File: src/rtl/regfile_sb.sv
// Parametrised 2R1W integer register file with optional write-to-read bypass,
// a per-register busy scoreboard for RAW hazard detection and a debug read port.
module regfile_sb #(
    parameter int ADDR_W = 5,
    parameter int DATA_W = 32,
    parameter int BYPASS = 1
) (
    input  logic              clk,
    input  logic              rst,
    input  logic [ADDR_W-1:0] raddr1,
    output logic [DATA_W-1:0] rdata1,
    output logic              r1_busy,
    input  logic [ADDR_W-1:0] raddr2,
    output logic [DATA_W-1:0] rdata2,
    output logic              r2_busy,
    input  logic              we,
    input  logic [ADDR_W-1:0] waddr,
    input  logic [DATA_W-1:0] wdata,
    input  logic              issue_valid,
    input  logic [ADDR_W-1:0] issue_rd,
    input  logic [ADDR_W-1:0] dbg_addr,
    output logic [DATA_W-1:0] dbg_data,
    output logic [ADDR_W:0]   pending_cnt
);

    localparam int   NREG   = 2 ** ADDR_W;
    localparam int   CNT_W  = ADDR_W + 1;
    localparam logic BYP_EN = (BYPASS != 0);

    logic [DATA_W-1:0] regs_q [NREG];
    logic [NREG-1:0]   busy_q;
    logic [NREG-1:0]   busy_d;
    logic [CNT_W-1:0]  cnt_q;
    logic [CNT_W-1:0]  cnt_d;

    logic wr_en_s;
    logic iss_en_s;
    logic inc_s;
    logic dec_s;
    logic byp1_s;
    logic byp2_s;

    // Writes and issues to x0 are dropped at the source so x0 is never busy or counted.
    assign wr_en_s  = we && (waddr != '0);
    assign iss_en_s = issue_valid && (issue_rd != '0);

    // Register array: cleared on reset, otherwise one write per cycle.
    always_ff @(posedge clk) begin
        if (rst) begin
            for (int i = 0; i < NREG; i++) begin
                regs_q[i] <= '0;
            end
        end else if (wr_en_s) begin
            regs_q[waddr] <= wdata;
        end
    end

    // Next busy vector: set has priority over clear on the same index.
    always_comb begin
        busy_d = busy_q;
        for (int i = 1; i < NREG; i++) begin
            if (iss_en_s && (issue_rd == ADDR_W'(i))) begin
                busy_d[i] = 1'b1;
            end else if (wr_en_s && (waddr == ADDR_W'(i))) begin
                busy_d[i] = 1'b0;
            end else begin
                busy_d[i] = busy_q[i];
            end
        end
        busy_d[0] = 1'b0;
    end

    // Counter deltas track exactly the 0->1 and 1->0 transitions of busy bits.
    always_comb begin
        inc_s = iss_en_s && !busy_q[issue_rd];
        dec_s = wr_en_s && busy_q[waddr] && !(iss_en_s && (issue_rd == waddr));
        if (inc_s && !dec_s) begin
            cnt_d = cnt_q + CNT_W'(1);
        end else if (dec_s && !inc_s) begin
            cnt_d = cnt_q - CNT_W'(1);
        end else begin
            cnt_d = cnt_q;
        end
    end

    // Scoreboard and pending counter state.
    always_ff @(posedge clk) begin
        if (rst) begin
            busy_q <= '0;
            cnt_q  <= '0;
        end else begin
            busy_q <= busy_d;
            cnt_q  <= cnt_d;
        end
    end

    // Read ports: x0 returns zero, a matching same-cycle write is forwarded when enabled.
    always_comb begin
        byp1_s = BYP_EN && wr_en_s && (waddr == raddr1);
        byp2_s = BYP_EN && wr_en_s && (waddr == raddr2);

        if (raddr1 == '0) begin
            rdata1  = '0;
            r1_busy = 1'b0;
        end else if (byp1_s) begin
            rdata1  = wdata;
            r1_busy = 1'b0;
        end else begin
            rdata1  = regs_q[raddr1];
            r1_busy = busy_q[raddr1];
        end

        if (raddr2 == '0) begin
            rdata2  = '0;
            r2_busy = 1'b0;
        end else if (byp2_s) begin
            rdata2  = wdata;
            r2_busy = 1'b0;
        end else begin
            rdata2  = regs_q[raddr2];
            r2_busy = busy_q[raddr2];
        end

        if (dbg_addr == '0) begin
            dbg_data = '0;
        end else begin
            dbg_data = regs_q[dbg_addr];
        end
    end

    assign pending_cnt = cnt_q;

endmodule

File: config.mk
export PLATFORM = sky130hd
export DESIGN_NAME = regfile_sb
export DESIGN_NICKNAME = d
export VERILOG_FILES = /design/src/rtl/regfile_sb.sv
export SDC_FILE = /design/constraint.sdc
export NUM_CORES = 2
export LEC_CHECK = 0
export BUFFER_PORTS_ARGS = -buffer_cell sky130_fd_sc_hd__buf_4
export CORE_ASPECT_RATIO = 1.75
export CORE_UTILIZATION = 32
export CTS_CLUSTER_SIZE = 12
export DETAILED_ROUTE_END_ITERATION = 10
export PLACE_DENSITY = 0.49
export REMOVE_ABC_BUFFERS = 1
export SLEW_MARGIN = 20
export SYNTH_ARGS = -nofsm -noshare
export SYNTH_HDL_FRONTEND = slang
export SYNTH_SLANG_ARGS = --single-unit
File: constraint.sdc
create_clock -name clk -period 4.2 [get_ports clk]
set_input_delay 0.84 -clock clk [delete_from_list [all_inputs] [get_ports clk]]
set_output_delay 0.84 -clock clk [all_outputs]
set_load 0.01 [all_outputs]
==> qor.csv <==
stage,metric,value,unit
final_layout,area.sequential,0.0315,mm^2
sta,final_max_slew_viol_count,0,
drt,initialDrtViolationCount,5039,
place,numPortBuffers,164,
synth,async_flop_share,0,%
floorplanning,num_io_pins,165,
drt,wl_per_cell,39.3,um
sta,timing.hold.ws,0.451,ns
synth,synth_most_common_cell,sky130_fd_sc_hd__edfxtp_1,
sta,finalCritPeriodShare,97.7,%
clocking,worst_setup_hold_path_clk_slew,0.06,ns
sta,final-setup-viol-count,0,
floorplanning,coreArea,0.206,mm^2
synth,synth_top_flop_cell,sky130_fd_sc_hd__edfxtp_1,
synth,netlist.area_leader.share,46.4,%
drt,avgViaCountPerCell,6.21,
worst_hold_path,holdCritStartpoint,issue_rd[2],
power_and_ir_drop,combinational_share_of_power,18.8,%
sta,transition_time_at_the_pin_with_the_least_slew_margin,1.07,ns
sta,max-slew-margin-rel,28.8,%
floorplanning,floorplan.die.width,346,um
grt,gr_overflow_total,0,
setup_path,crit_top_cell,sky130_fd_sc_hd__buf_12,
setup_path,critical_path.startpoint_type,input port,
clocking,tritoncts,done,
power_and_ir_drop,power_report.internal_total,19.9,mW
setup_path,reg_to_reg_startpoint,busy_q[7]$_SDFFE_PP0P_,
synth,synth_simple_gate_area_share,11.9,%
setup_path,cp-end-kind,output port,
synth,synthesis.area_per_instance,14.3,um^2
final_layout,layout-area-overhead-vs-synth,16.1,%
power_and_ir_drop,power_per_cell_area,361,mW/mm^2
drt,first_pass_iters,6,
sta,final.min_clock_period,4.10,ns
power_and_ir_drop,power.share.sequential,45.5,%
clocking,tritoncts.num_buffers,111,
grt,number_of_global_route_vias_before_repair,47700,
floorplanning,die_h,604,um
place,pre_cts_ws,0.0130,ns
final_layout,fillers,19200,
drt,ant_nets,0,
sta,setup_repair_after_global_routing_missed_its_margin,false,
place,routabilityCongestion,0.885,
synth,post_synth_xor_area_fraction,0.211,%
synth,synth_area_in_compound_gates,5.86,%
synth,leading_area_contributor_after_synthesis,sky130_fd_sc_hd__edfxtp_1,
synth,synth_edf_count,1024,
drt,wirelength,298000,um
clocking,numClockSinks,1061,
status,status,"complete, no violations",
final_layout,net_count_of_the_finished_layout,4879,
setup_path,critPathRequiredTime,3.36,ns
synth,ys_seq_elements,1061,
synth,largest_family_of_logic_cells_by_synthesized_area,multiplexers,
setup_path,crit_path_max_fanout,25,
power_and_ir_drop,static-leakage-power,27.0,nW
setup_path,startpoint,raddr2[0],
grt,pin_count_of_the_biggest_net_entering_global_routing,50,
power_and_ir_drop,clkPwrFrac,35.7,%
synth,yosysWarnings,0,
synth,synth_area_in_adders,0.143,%
grt,grt_use_total,28.1,%
clocking,cts_buffer_depth,3,
drt,route.vias.total,47100,
synth,syn-instance-count,4645,
sta,hold_violations,0,
power_and_ir_drop,ir_worst_vdd,0.312,mV
setup_path,longest_individual_stage_delay_on_the_worst_path,0.41,ns
clocking,post-cts-setup-buffers,0,
sta,finalWorstSetupSlack,0.0950,ns
setup_path,slowest_stage_cell_crit_path,sky130_fd_sc_hd__a221oi_1,
setup_path,worstPathArrival,3.26,ns
synth,syn_area,0.0663,mm^2
floorplanning,die_ar,0.209,mm^2
clocking,cts_root_buffer,sky130_fd_sc_hd__clkbuf_16,
setup_path,timing.setup.critical_path_class,in2out,
clocking,htreeDepth,3,
floorplanning,fp-row-count,220,
sta,max_freq,244,MHz
power_and_ir_drop,netSwitchingFraction,28.4,%
synth,multiplexer_area_fraction_after_synthesis,30.5,%
synth,synth_cell_type_count,73,
clocking,postCtsHoldBufs,0,
grt,grt_antenna_before_repair,23,
synth,synth-seq-area-share,47.5,%
clocking,cts_repair_resize_count,1,
final_layout,final_layout_size_suffix_gt1_share,31.7,%
place,half_perimeter_wire_length_of_the_detailed_placement_result,202000,um
clocking,clk-insertion-delay-late,0.75,ns
floorplanning,effective_utilization_at_floorplan,32.3,%
synth,ys_top_cells_by_area,"sky130_fd_sc_hd__edfxtp_1, sky130_fd_sc_hd__mux4_2, sky130_fd_sc_hd__and2_1",
run,maxCapViolCount,0,
synth,synth_common_cells,"sky130_fd_sc_hd__edfxtp_1, sky130_fd_sc_hd__and2_1, sky130_fd_sc_hd__mux4_2",
drt,drt_drc_violations_left,0,
grt,grt_pass1_wl,403000,um
worst_hold_path,min_path_type,in2reg,
power_and_ir_drop,net-switching-power,7.89,mW
setup_path,critical_path.cell_chain,buf_12 > buf_12 > buf_4 > buf_12 > mux2i_1 > a221oi_1 > a22oi_1 > a211o_1 > nand2_1 > buf_4,
final_layout,multi_input_comb_area,0.0328,mm^2
sta,worst_clock_skew,0.0104,ns
==> flip-flops by register name (all words and copies together) (netlist names) <==
name and count:
busy_q 31, regs_q 1024, pending_cnt 6
==> per-layer routing <==
metal / share of wire [%] / global-route usage, %
met5: 0.019 / 0
met3: 7.2 / 4.66
met1: 35 / 31.4
met2: 51 / 49.0
met4: 7.4 / 18.8
==> cells by family after synthesis <==
logic type,Yosys count
buf+inv,589
flops,1061
fa+ha+maj,7
mux,1099
compound gates,513
other cells,1
xor+xnor,16
simple gates,1359
==> power groups by stage <==
stage	clock network [mW]	logic (mW)	registers, mW
finish	9.92	5.23	12.7
CTS	10.0	5.21	12.7
global placement	0	5.19	12.8
detailed placement	0	5.20	12.9
global route	10.3	5.39	12.7
floorplan	0	2.42	12.7
==> per-stage QoR <==
step	instances	setup TNS (ns)	cell area, um^2	power, mW	utilization, %
2_1_floorplan	4160	-56.45	64200	15.1	-
3_3_place_gp	7360	-0.0190	73400	18.0	35.7
3_5_place_dp	7362	0	73500	18.1	35.7
4_1_cts	7556	0	76900	27.9	37.4
5_1_grt	7567	0	76900	28.5	37.4
6_report	7584	0	77000	27.8	37.4
==> worst max-delay path, delay by kind of cell <==
family	cells	cell delay (ns)
compound gates	3	0.88
simple gates	1	0.20
mux	1	0.10
buf+inv	5	1.09
==> cells in the final DEF (no fill, tap or decap), types with 65 or more instances in the layout <==
master and n:
sky130_fd_sc_hd__buf_12 120, sky130_fd_sc_hd__buf_4 410, sky130_fd_sc_hd__a22oi_1 65, sky130_fd_sc_hd__nand2_1 186
sky130_fd_sc_hd__and2_1 996, sky130_fd_sc_hd__edfxtp_1 1024, sky130_fd_sc_hd__clkbuf_16 113, sky130_fd_sc_hd__mux4_2 733
sky130_fd_sc_hd__mux2i_1 301, sky130_fd_sc_hd__inv_1 70
==> cell type report <==
type	instances	area share (%)
diodes	28	0.0910
clock buffers	148	3.91
clock inverters	46	0.541
inverters	73	0.359
multi-input cells	3026	42.6
flip-flops and latches	1061	40.9
well taps	2664	4.33
repair buffers	538	7.29
==> path summary, 6_finish.rpt <==
kind	endpoint	slack [ns]	cells past startpoint
setup / recovery	rdata2[14]	0.1	10
hold reg to reg	pending_cnt[4]$_SDFFE_PP0P_	0.51	2
setup reg to reg	pending_cnt[4]$_SDFFE_PP0P_	0.81	12
hold / removal	busy_q[19]$_SDFFE_PP0P_	0.45	2
Note: power is estimated with default switching activity, not from simulation.
